$ cat src/rtl/elevator_pkg.sv
// rtl/elevator_pkg.sv - shared elevator types: scan direction encoding and default floor width
package elevator_pkg;

    localparam int FLOOR_W_DEF = 5;

    typedef enum logic [1:0] {
        DIR_IDLE = 2'b00,
        DIR_UP   = 2'b01,
        DIR_DOWN = 2'b10
    } dir_t;

endpackage

$ cat src/rtl/floor_prio_search.sv
// rtl/floor_prio_search.sv - nearest pending floor above/below the car, plus pending-at-car flag
module floor_prio_search
    import elevator_pkg::*;
#(
    parameter int NUM_FLOORS = 8,
    parameter int FLOOR_W    = FLOOR_W_DEF
) (
    input  logic [NUM_FLOORS-1:0] pending,
    input  logic [FLOOR_W-1:0]    cur_floor,
    output logic [FLOOR_W-1:0]    above_idx,
    output logic                  above_found,
    output logic [FLOOR_W-1:0]    below_idx,
    output logic                  below_found,
    output logic                  here
);

    // Descending scan keeps the lowest hit above; ascending scan keeps the highest hit below.
    always_comb begin
        above_idx   = '0;
        above_found = 1'b0;
        for (int i = NUM_FLOORS - 1; i >= 0; i--) begin
            if (pending[i] && (FLOOR_W'(i) > cur_floor)) begin
                above_idx   = FLOOR_W'(i);
                above_found = 1'b1;
            end
        end
    end

    always_comb begin
        below_idx   = '0;
        below_found = 1'b0;
        here        = 1'b0;
        for (int i = 0; i < NUM_FLOORS; i++) begin
            if (pending[i] && (FLOOR_W'(i) < cur_floor)) begin
                below_idx   = FLOOR_W'(i);
                below_found = 1'b1;
            end
            if (pending[i] && (FLOOR_W'(i) == cur_floor)) begin
                here = 1'b1;
            end
        end
    end

endmodule

$ cat src/rtl/call_dispatcher.sv
// rtl/call_dispatcher.sv - latches floor calls and issues SCAN-ordered target floors
module call_dispatcher
    import elevator_pkg::*;
#(
    parameter int NUM_FLOORS = 8,
    parameter int FLOOR_W    = FLOOR_W_DEF
) (
    input  logic                  clk,
    input  logic                  reset,
    input  logic [NUM_FLOORS-1:0] call_btn,
    input  logic [FLOOR_W-1:0]    cur_floor,
    input  logic                  door,
    output logic [FLOOR_W-1:0]    r_f,
    output logic                  req_valid,
    output logic [1:0]            dir,
    output logic [NUM_FLOORS-1:0] pending,
    output logic                  floor_err
);

    logic [NUM_FLOORS-1:0] btn_s;
    logic [NUM_FLOORS-1:0] btn_q;
    logic [NUM_FLOORS-1:0] rise;
    logic [NUM_FLOORS-1:0] retire_mask;
    logic                  in_range;
    logic [FLOOR_W-1:0]    sel_floor;

    dir_t                  state, state_nxt;
    logic [FLOOR_W-1:0]    r_f_nxt;

    logic [FLOOR_W-1:0]    above_idx, below_idx;
    logic                  above_found, below_found, here;

    // Widened compare so NUM_FLOORS == 2**FLOOR_W does not wrap to zero.
    assign in_range  = {1'b0, cur_floor} < (FLOOR_W + 1)'(NUM_FLOORS);
    assign sel_floor = in_range ? cur_floor : FLOOR_W'(NUM_FLOORS - 1);
    assign rise      = btn_s & ~btn_q;

    always_comb begin
        retire_mask = '0;
        for (int i = 0; i < NUM_FLOORS; i++) begin
            retire_mask[i] = door && in_range && (FLOOR_W'(i) == cur_floor);
        end
    end

    floor_prio_search #(
        .NUM_FLOORS (NUM_FLOORS),
        .FLOOR_W    (FLOOR_W)
    ) u_search (
        .pending     (pending),
        .cur_floor   (sel_floor),
        .above_idx   (above_idx),
        .above_found (above_found),
        .below_idx   (below_idx),
        .below_found (below_found),
        .here        (here)
    );

    // Retire is applied after set so a press at the open-door floor is dropped.
    always_ff @(posedge clk or negedge reset) begin
        if (!reset) begin
            btn_s     <= '0;
            btn_q     <= '0;
            pending   <= '0;
            floor_err <= 1'b0;
        end else begin
            btn_s     <= call_btn;
            btn_q     <= btn_s;
            pending   <= (pending | rise) & ~retire_mask;
            floor_err <= floor_err | ~in_range;
        end
    end

    always_ff @(posedge clk or negedge reset) begin
        if (!reset) begin
            state     <= DIR_IDLE;
            r_f       <= '0;
            req_valid <= 1'b0;
        end else begin
            state     <= state_nxt;
            r_f       <= r_f_nxt;
            req_valid <= |pending;
        end
    end

    always_comb begin
        state_nxt = state;
        r_f_nxt   = r_f;
        case (state)
            DIR_IDLE: begin
                if (|pending) begin
                    if (here) begin
                        r_f_nxt   = sel_floor;
                        state_nxt = DIR_UP;
                    end else if (above_found) begin
                        r_f_nxt   = above_idx;
                        state_nxt = DIR_UP;
                    end else begin
                        r_f_nxt   = below_idx;
                        state_nxt = DIR_DOWN;
                    end
                end
            end
            DIR_UP: begin
                if (here) begin
                    r_f_nxt = sel_floor;
                end else if (above_found) begin
                    r_f_nxt = above_idx;
                end else if (below_found) begin
                    r_f_nxt   = below_idx;
                    state_nxt = DIR_DOWN;
                end else begin
                    state_nxt = DIR_IDLE;
                end
            end
            DIR_DOWN: begin
                if (here) begin
                    r_f_nxt = sel_floor;
                end else if (below_found) begin
                    r_f_nxt = below_idx;
                end else if (above_found) begin
                    r_f_nxt   = above_idx;
                    state_nxt = DIR_UP;
                end else begin
                    state_nxt = DIR_IDLE;
                end
            end
            default: state_nxt = DIR_IDLE;
        endcase
    end

    assign dir = state;

endmodule

$ cat config.mk
export PLATFORM = sky130hd
export DESIGN_NAME = call_dispatcher
export DESIGN_NICKNAME = d
export VERILOG_FILES = /design/src/rtl/elevator_pkg.sv /design/src/rtl/floor_prio_search.sv /design/src/rtl/call_dispatcher.sv
export SDC_FILE = /design/constraint.sdc
export NUM_CORES = 1
export LEC_CHECK = 0
export CAP_MARGIN = 0
export CORE_UTILIZATION = 56
export DETAILED_ROUTE_END_ITERATION = 8
export HOLD_SLACK_MARGIN = 0.05
export PLACE_DENSITY_LB_ADDON = 0.05
export RECOVER_POWER = 50
export SETUP_SLACK_MARGIN = 0.3
export SYNTH_ARGS = -nofsm -noshare
export SYNTH_HDL_FRONTEND = slang
export SYNTH_HIERARCHICAL = 1
export SYNTH_SLANG_ARGS = --single-unit
$ cat constraint.sdc
create_clock -name clk -period 6.09 [get_ports clk]
set_input_delay 1.218 -clock clk [delete_from_list [all_inputs] [get_ports clk]]
set_output_delay 1.218 -clock clk [all_outputs]
set_load 0.01 [all_outputs]
Word level (Yosys, flattened, before mapping)
Cells that the tools add are included.
Widths: inputs -> output; s select.
{"block": "classes", "order_cmp": 17, "eq_ne": 23, "n_mux": 60, "bitwise_logic": 7, "n_reduce_logical": 40}
{"cell": "$mux 5", "count": 10}
{"cell": "$eq 3x5->1 const A", "count": 8}
{"cell": "$mux 3", "count": 12}
{"cell": "$logic_and 1x1->1", "count": 33}
{"cell": "$mux 1", "count": 26}
{"cell": "$eq 2x5->1 const A", "count": 4}
{"cell": "$gt 3x5->1 const A", "count": 4}
{"cell": "$lt 3x5->1 const A", "count": 4}
{"cell": "$mux 2", "count": 10}
{"cell": "$and 8x8->8", "count": 2}
{"cell": "$not 8->8", "count": 2}
{"cell": "$pmux 5 s3", "count": 1}
{"cell": "$eq 1x5->1 const A", "count": 2}
{"cell": "$gt 1x5->1 const A", "count": 2}
{"cell": "$gt 2x5->1 const A", "count": 2}
{"cell": "$logic_not 5->1", "count": 2}
{"cell": "$lt 1x5->1 const A", "count": 2}
{"cell": "$lt 2x5->1 const A", "count": 2}
{"cell": "$ne 2x2->1 const B", "count": 5}
{"cell": "$ne 4x4->1 const B", "count": 2}
{"cell": "$or 8x8->8", "count": 1}
{"cell": "$reduce_or 8->1", "count": 1}
{"cell": "$pmux 2 s3", "count": 1}
{"cell": "$lt 5x4->1 const B", "count": 1}
{"cell": "8 further kinds", "count": 8}
{"block": "totals", "reg_bits": 33, "in_bits": 16, "out_inout_bits": 17, "elab_cells": 154}

Logic depth before layout (Yosys ltp)
Gate-level depths: netlist (run 1).
{"block": "logic_depth", "depth_word": 16, "ltp_mapped": 11, "mapped_depth_nobuf": 10}

Cells and area by module
Netlist (run 1), hierarchy kept.
{"mod": "call_dispatcher", "n_inst": 1, "cells_each": 123, "area_per_inst_um2": 1398.8}
{"mod": "floor_prio_search", "n_inst": 1, "cells_each": 67, "area_per_inst_um2": 444.2}

Least setup slack after synthesis (run 1)
Ideal clock, no wire load.
{"block": "synth_path", "kind": "input port to flip-flop", "from": "input port cur_floor[4]", "to": "register r_f[0]", "arrival_ns": 3.710, "required_ns": 5.965, "path_slack_ns": 2.255, "stages": 11, "path_buffers": 2, "cell_sequence": "nor3_1 inv_1 buf_6 or3_4 o22ai_1 o221ai_1 or4_1 nor4_1 or3_4 buf_6 mux2_4"}
{"element": "from (decl)", "line_no": "call_dispatcher.sv:11", "rtl": "input logic [FLOOR_W-1:0] cur_floor,"}
{"element": "$lt 5x4->1 (*)", "line_no": "call_dispatcher.sv:34", "rtl": "assign in_range = {1'b0, cur_floor} < (FLOOR_W + 1)'(NUM_FLOORS);"}
{"element": "$mux 5 (*)", "line_no": "call_dispatcher.sv:35", "rtl": "assign sel_floor = in_range ? cur_floor : FLOOR_W'(NUM_FLOORS - 1);"}
{"element": "named net sel_floor[2]", "line_no": "call_dispatcher.sv:25", "rtl": "logic [FLOOR_W-1:0] sel_floor;"}
{"element": "$lt 1x5->1", "line_no": "floor_prio_search.sv:34", "rtl": "if (pending[i] && (FLOOR_W'(i) < cur_floor)) begin"}
{"element": "$logic_and 1x1->1", "line_no": "floor_prio_search.sv:34"}
{"element": "$mux 1 (7 in series)", "line_no": "floor_prio_search.sv:34"}
{"element": "$mux 1 (*)", "line_no": "floor_prio_search.sv:34"}
{"element": "named net below_found", "line_no": "call_dispatcher.sv:31", "rtl": "logic above_found, below_found, here;"}
{"element": "$mux 5", "line_no": "call_dispatcher.sv:118", "rtl": "end else if (below_found) begin"}
{"element": "$mux 5", "line_no": "call_dispatcher.sv:116", "rtl": "if (here) begin"}
{"element": "$pmux 5 s3", "line_no": "call_dispatcher.sv:88", "rtl": "case (state)"}
{"element": "to (signal assigned)", "line_no": "call_dispatcher.sv:80", "rtl": "r_f <= r_f_nxt;"}
{"element": "to (decl)", "line_no": "call_dispatcher.sv:13", "rtl": "output logic [FLOOR_W-1:0] r_f,"}
Mark *: on every way through the listed nets, which the timed path passes. The rest lies on a longest branch. The select of a mux whose other input is x is not followed.
A chain may end at the register's enable or synchronous reset.

Worst setup path after layout (run 1)
{"block": "layout_path", "from": "input port cur_floor[3]", "to": "register state[0] (netlist: dir[0])"}
{"element": "$lt 5x4->1 (*)", "line_no": "call_dispatcher.sv:34"}
{"element": "$mux 5 (*)", "line_no": "call_dispatcher.sv:35"}
{"element": "named net sel_floor[2]", "line_no": "call_dispatcher.sv:25"}
{"element": "$lt 1x5->1", "line_no": "floor_prio_search.sv:34"}
{"element": "$logic_and 1x1->1", "line_no": "floor_prio_search.sv:34"}
{"element": "$mux 1 (7 in series)", "line_no": "floor_prio_search.sv:34"}
{"element": "$mux 1 (*)", "line_no": "floor_prio_search.sv:34"}
{"element": "named net below_found", "line_no": "call_dispatcher.sv:31"}
{"element": "$ne 2x2->1 (no source line) (*)"}
{"element": "$reduce_and 5->1 (no source line) (*)"}
{"element": "to (signal assigned)", "line_no": "call_dispatcher.sv:79", "rtl": "state <= state_nxt;"}
{"element": "to (decl)", "line_no": "call_dispatcher.sv:27", "rtl": "dir_t state, state_nxt;"}
Marked as above.

==> results.json, run 1 <==
{
  "die_area_um2": 3525,
  "critical_path.max_fanout": 10,
  "cts_made_buffers": 5,
  "period_needed_ns": 4.342,
  "cp-end-kind": "flip-flop",
  "synth_most_common_cell": "dfrtp_1",
  "drv_slew": 34,
  "worstPathRequired_ns": 6.32,
  "grt_pass1_vias": 1629,
  "synth.top_cells.by_count": "dfrtp_1, inv_1, a21oi_1",
  "yosys.area.top_type": "dfrtp_1",
  "clk_pin_slew_ns": 0.11,
  "grt_start_max_net_pins": 34,
  "vias_per_cell": 5.762,
  "root_buffer": "clkbuf_4",
  "drc_errors": 0,
  "num_vias": 1625,
  "skew_ns": 0.01304,
  "violations": "max-capacitance violations, max-slew violations",
  "fmax_mhz": 230.3,
  "first_pass_iters": 4,
  "antenna_found_initial": 0,
  "netlist_instances": 190,
  "ir_drop_mv": 0.1647,
  "placed_cells": 275,
  "num_io_pins": 33,
  "core_um2": 3078,
  "cts_tree": "done",
  "gp_congestion": 0.8666,
  "maxCapViolCount": 1,
  "outcome": "finished with violations",
  "die_x_um": 59.37,
  "tightest_slew_ns": 1.698,
  "nNetsFinal": 258,
  "critPathKind": "in -> reg",
  "synth_seq_area_share_pct": 44.81,
  "track_usage_pct": 29.85,
  "ys.flop_type": "dfrtp_1",
  "ys_top_cells_by_area": "dfrtp_1, a21oi_1, mux2_4",
  "synth_edf_count": 0,
  "cts.repair.resized": 0,
  "syn_avg_cell_area_um2": 9.700,
  "syn-cell-area_um2": 1843,
  "r2r_slack_ns": 3.66,
  "hold_viol": 0,
  "cts_setup_buffers": 0,
  "max_slew_margin_pct": -13.18,
  "start_util_pct": 59.88,
  "ys_ff_latch": 33,
  "htree_levels": 2,
  "die_h_um": 59.37,
  "stdcell_count": 282,
  "grt_first_pass_wirelength_mm": 7.486,
  "ys_warn_count": 6,
  "min_path_type": "reg -> reg",
  "drtAntennaViolNets": 0,
  "overflow": 0,
  "start_kind": "input pin",
  "drt_iter0_markers": 87,
  "holdBufCountCts": 0,
  "wl_per_cell_um": 15.88,
  "fin_crit_sh_pct": 71.29,
  "finalSetupViolCount": 0,
  "fin_tns_setup_ns": 0,
  "leakage_nw": 0.9593,
  "clock_latency_ns": 0.34,
  "cts_buffer_depth": 2,
  "pwr_density_cell_nw_per_um2": 287.6,
  "port_buffers": 32,
  "clock_sinks": 33,
  "arrival_ns": 4.57,
  "synthArstFlopShare_pct": 100.0,
  "wirelength_mm": 4.479,
  "drive_gt1_share_pct": 10.08,
  "n_antenna_cell": 0,
  "synth_top_area_share_pct": 44.81,
  "rsz0062_at_grt": "no",
  "hpwl_mm": 3.309,
  "syn_to_final_growth_pct": 24.10,
  "yosysUniqueCellTypes": 45,
  "fp-row-count": 20
}
[metrics by stage]
| stage | hold slack, ns | worst slack [ns] | utilization, % | power, mW | instance area [um^2] |
|---|---|---|---|---|---|
| CTS | 0.3774 | 1.808 | 74.43 | 0.6571 | 2291 |
| floorplan | 0.3465 | 2.255 | - | 0.4218 | 1903 |
| detailed placement | 0.3650 | 1.460 | 72.07 | 0.4983 | 2218 |
| global placement | 0.3549 | 1.555 | 72.07 | 0.4861 | 2218 |
| global route | 0.3851 | 1.480 | 74.31 | 0.6919 | 2287 |
| finish | 0.3721 | 1.748 | 74.31 | 0.6579 | 2287 |
[path summary, 6_finish.rpt]
| check | from | endpoint | depth (start not counted) |
|---|---|---|---|
| worst min register to register | btn_s[3] | btn_q[3] | 0 |
| worst max register to register | pending[2] | r_f[2] | 7 |
| min in group asynchronous | reset | btn_q[3] | 2 |
| worst max-delay path | cur_floor[3] | dir[0] | 11 |
| max in group asynchronous | reset | btn_s[6] | 2 |
| worst min-delay path | btn_s[3] | btn_q[3] | 0 |
[routing by layer]
metal / routed length [um] / track usage [%] / up-vias
met5: 0 / 0 / -
met4: 145 / 15.65 / 0
met3: 231 / 9.389 / 14
met2: 2211 / 48.48 / 51
met1: 1890 / 35.28 / 795
li1: - / - / 765
[flip-flops by register name (all words and copies together) (netlist names)]
signal and flops:
btn_q 8, btn_s 8, dir 2, floor_err 1, pending 8, r_f 5, req_valid 1
[cell families after synthesis]
logic type               synth area share (%)
flip-flops                              44.81
multiplexers                            6.449
buffers and inverters                   7.128
AND/OR/NAND/NOR                         16.50
AO/OA/AOI/OAI                           22.00
other                                  0.4075
adder cells (fa/ha/maj)                 2.716
[placed cells by master (no fill, tap or decap), drive strengths merged, types with 2 or more instances in the layout]
| master | count |
|---|---|
| a31oi | 9 |
| o21a | 2 |
| or3 | 4 |
| and2 | 2 |
| nor4 | 3 |
| nand2 | 6 |
| nor2 | 13 |
| a22oi | 5 |
| o22ai | 2 |
| mux2 | 8 |
| clkbuf | 6 |
| conb | 18 |
| nor3 | 4 |
| a21oi | 16 |
| o21ai | 13 |
| dfrtp | 33 |
| dlygate4sd3 | 9 |
| o41ai | 2 |
| nand2b | 4 |
| nor2b | 7 |
| clkdlybuf4s50 | 23 |
| inv | 17 |
| ha | 4 |
| nand3 | 8 |
| a41oi | 2 |
[area by class of cell]
| class | count | area, um^2 |
|---|---|---|
| Fill cell | 219 | 790.8 |
| Multi-Input combinational cell | 148 | 945.9 |
| Clock buffer | 5 | 37.54 |
| Clock inverter | 2 | 35.03 |
| Timing Repair Buffer | 33 | 324.1 |
| Sequential cell | 33 | 825.8 |
| Tap cell | 44 | 55.05 |
| Inverter | 17 | 63.81 |
[critical path, cell delays in order]
cell and delay, ns:
clkdlybuf4s50_1 0.50, nor3_1 0.41, inv_1 0.28, or3_4 0.47
o22ai_1 0.14, o221ai_1 0.17, or4_1 0.52, a22oi_1 0.20
o21ai_0 0.17, nor2_1 0.15, mux2_2 0.34
[where the power goes]
part | switching [mW] | internal [mW] | leakage [nW]
combinational | 0.102 | 0.122 | 0.562
sequential | 0.0266 | 0.247 | 0.357
clock | 0.0775 | 0.0835 | 0.0410
total | 0.206 | 0.452 | 0.959
Power figures use the tool's default switching activity.
==> run 2, diff against run 1 <==
CORE_UTILIZATION = 52   (was 56)
clock period = 4.2 ns   (was 6.09 ns; I/O delays follow)
==> results.json, run 2 (synthesis gave the netlist of run 1 again) <==
{
  "path_delay_family": "simple AND/OR/NAND/NOR gates",
  "wl_per_cell_um": 14.06,
  "htree_levels": 2,
  "violations": "max-capacitance violations, max-slew violations",
  "stdcell_count": 291,
  "grt_start_max_net_pins": 34,
  "holdBufCountCts": 0,
  "period_needed_ns": 3.756,
  "final_common_cell": "dfrtp_1",
  "core_um2": 3363,
  "clk_pin_slew_ns": 0.09,
  "cp-end-kind": "flip-flop",
  "first_pass_iters": 4,
  "reg_top3": "btn_q: 8 flops, btn_s: 8 flops, pending: 8 flops",
  "start_kind": "input pin",
  "cts.repair.resized": 0,
  "critPathKind": "in -> reg",
  "pwr_density_cell_nw_per_um2": 382.5,
  "vias_per_cell": 5.402,
  "rsz0062_at_grt": "no",
  "cts_setup_buffers": 0,
  "maxCapViolCount": 1,
  "max_slew_margin_pct": -11.94,
  "clock_sinks": 33,
  "start_util_pct": 54.80,
  "drc_errors": 0,
  "num_vias": 1572,
  "fin_crit_sh_pct": 89.43,
  "min_path_type": "reg -> reg",
  "critPathBufInv": 2,
  "wirelength_mm": 4.092,
  "fin_tns_setup_ns": 0,
  "root_buffer": "clkbuf_4",
  "outcome": "finished with violations",
  "max_stage_delay_ns": 0.52,
  "fp-row-count": 21,
  "cts_tree": "done",
  "whs_ns": 0.3874,
  "drt_iter0_markers": 77,
  "worstPathRequired_ns": 4.42,
  "crit_slowest_cell": "or4_1",
  "hpwl_mm": 3.217,
  "num_io_pins": 33,
  "die_h_um": 61.54,
  "arrival_ns": 3.98,
  "overflow": 0,
  "die_area_um2": 3787,
  "critical_path.max_fanout": 5,
  "drtAntennaViolNets": 0,
  "min_from": "btn_s[0]",
  "skew_ns": 0.009347,
  "n_antenna_cell": 0,
  "cts_made_buffers": 5,
  "ir_drop_mv": 0.2893,
  "antenna_found_initial": 0,
  "leakage_nw": 0.9722,
  "syn_to_final_growth_pct": 25.59,
  "tightest_slew_ns": 1.679,
  "fmax_mhz": 266.2,
  "r2r-start": "pending[2]",
  "power.total_mw": 0.8854,
  "path_cells": "clkdlybuf4s50_1, nor3_1, inv_1, or3_4, o22ai_1, o221ai_1, or4_1, a22oi_1, o21ai_0, nor2_1, mux2_2",
  "hold_viol": 0,
  "track_usage_pct": 25.43,
  "fin_util_pct": 68.82,
  "die_x_um": 61.54,
  "grt_first_pass_wirelength_mm": 6.803,
  "drive_gt1_share_pct": 11.84,
  "clock_latency_ns": 0.34,
  "cts_buffer_depth": 2,
  "placed_cells": 283,
  "nNetsFinal": 264,
  "drv_slew": 34,
  "layout.cells.most_common_list": "dfrtp_1, clkdlybuf4s50_1, conb_1, inv_1, a21oi_1",
  "gp_congestion": 0.8828,
  "finalSetupViolCount": 0,
  "crit_start": "cur_floor[4]",
  "port_buffers": 32,
  "grt_pass1_vias": 1491
}
run 2: cell count changes in the layout (fill, tap and decap cells not counted):
cell        before  now
buf_4            0    6
clkinvlp_4       0    1
bufinv_16        1    0
clkinv_2         1    0
clkbuf_1         1    3
run 2: layer usage:
layer  GRT usage (%)  up-vias  share of wire [%]
met5               0        -                  0
met4           8.571        0                1.1
met3           6.513        5                5.3
met2           39.78       54                 48
met1           34.50      733                 46
li1                -      780                  -
run 2: cell type report:
cell class	instances	area [um^2]
repair buffers	39	369.1
inverters	17	63.81
flip-flops and latches	33	825.8
clock buffers	7	45.04
multi-input cells	148	945.9
well taps	46	57.56
clock inverters	1	7.507
fillers	299	1049
run 2: power breakdown:
group	leakage (nW)	switching [mW]	internal, mW	total, mW
clock	0.0255	0.105	0.0660	0.170
sequential	0.357	0.0337	0.358	0.392
combinational	0.590	0.144	0.179	0.323
run 2: per-stage QoR:
stage,worst slack [ns],cell area [um^2]
after global placement,0.2702,2266
final,0.4439,2315
after CTS,0.5019,2318
after global routing,0.3507,2315
after detailed placement,0.1359,2266
after floorplan,0.7431,1903
run 2: worst paths after layout:
kind                               to  slack [ns]  cells after the start
min in group asynchronous  pending[0]        1.47                      2
hold reg to reg              btn_q[0]        0.39                      0
max in group asynchronous      dir[0]        1.76                      2
setup / recovery               dir[0]        0.44                     11
hold / removal               btn_q[0]        0.39                      0
setup reg to reg               dir[0]        1.81                      7
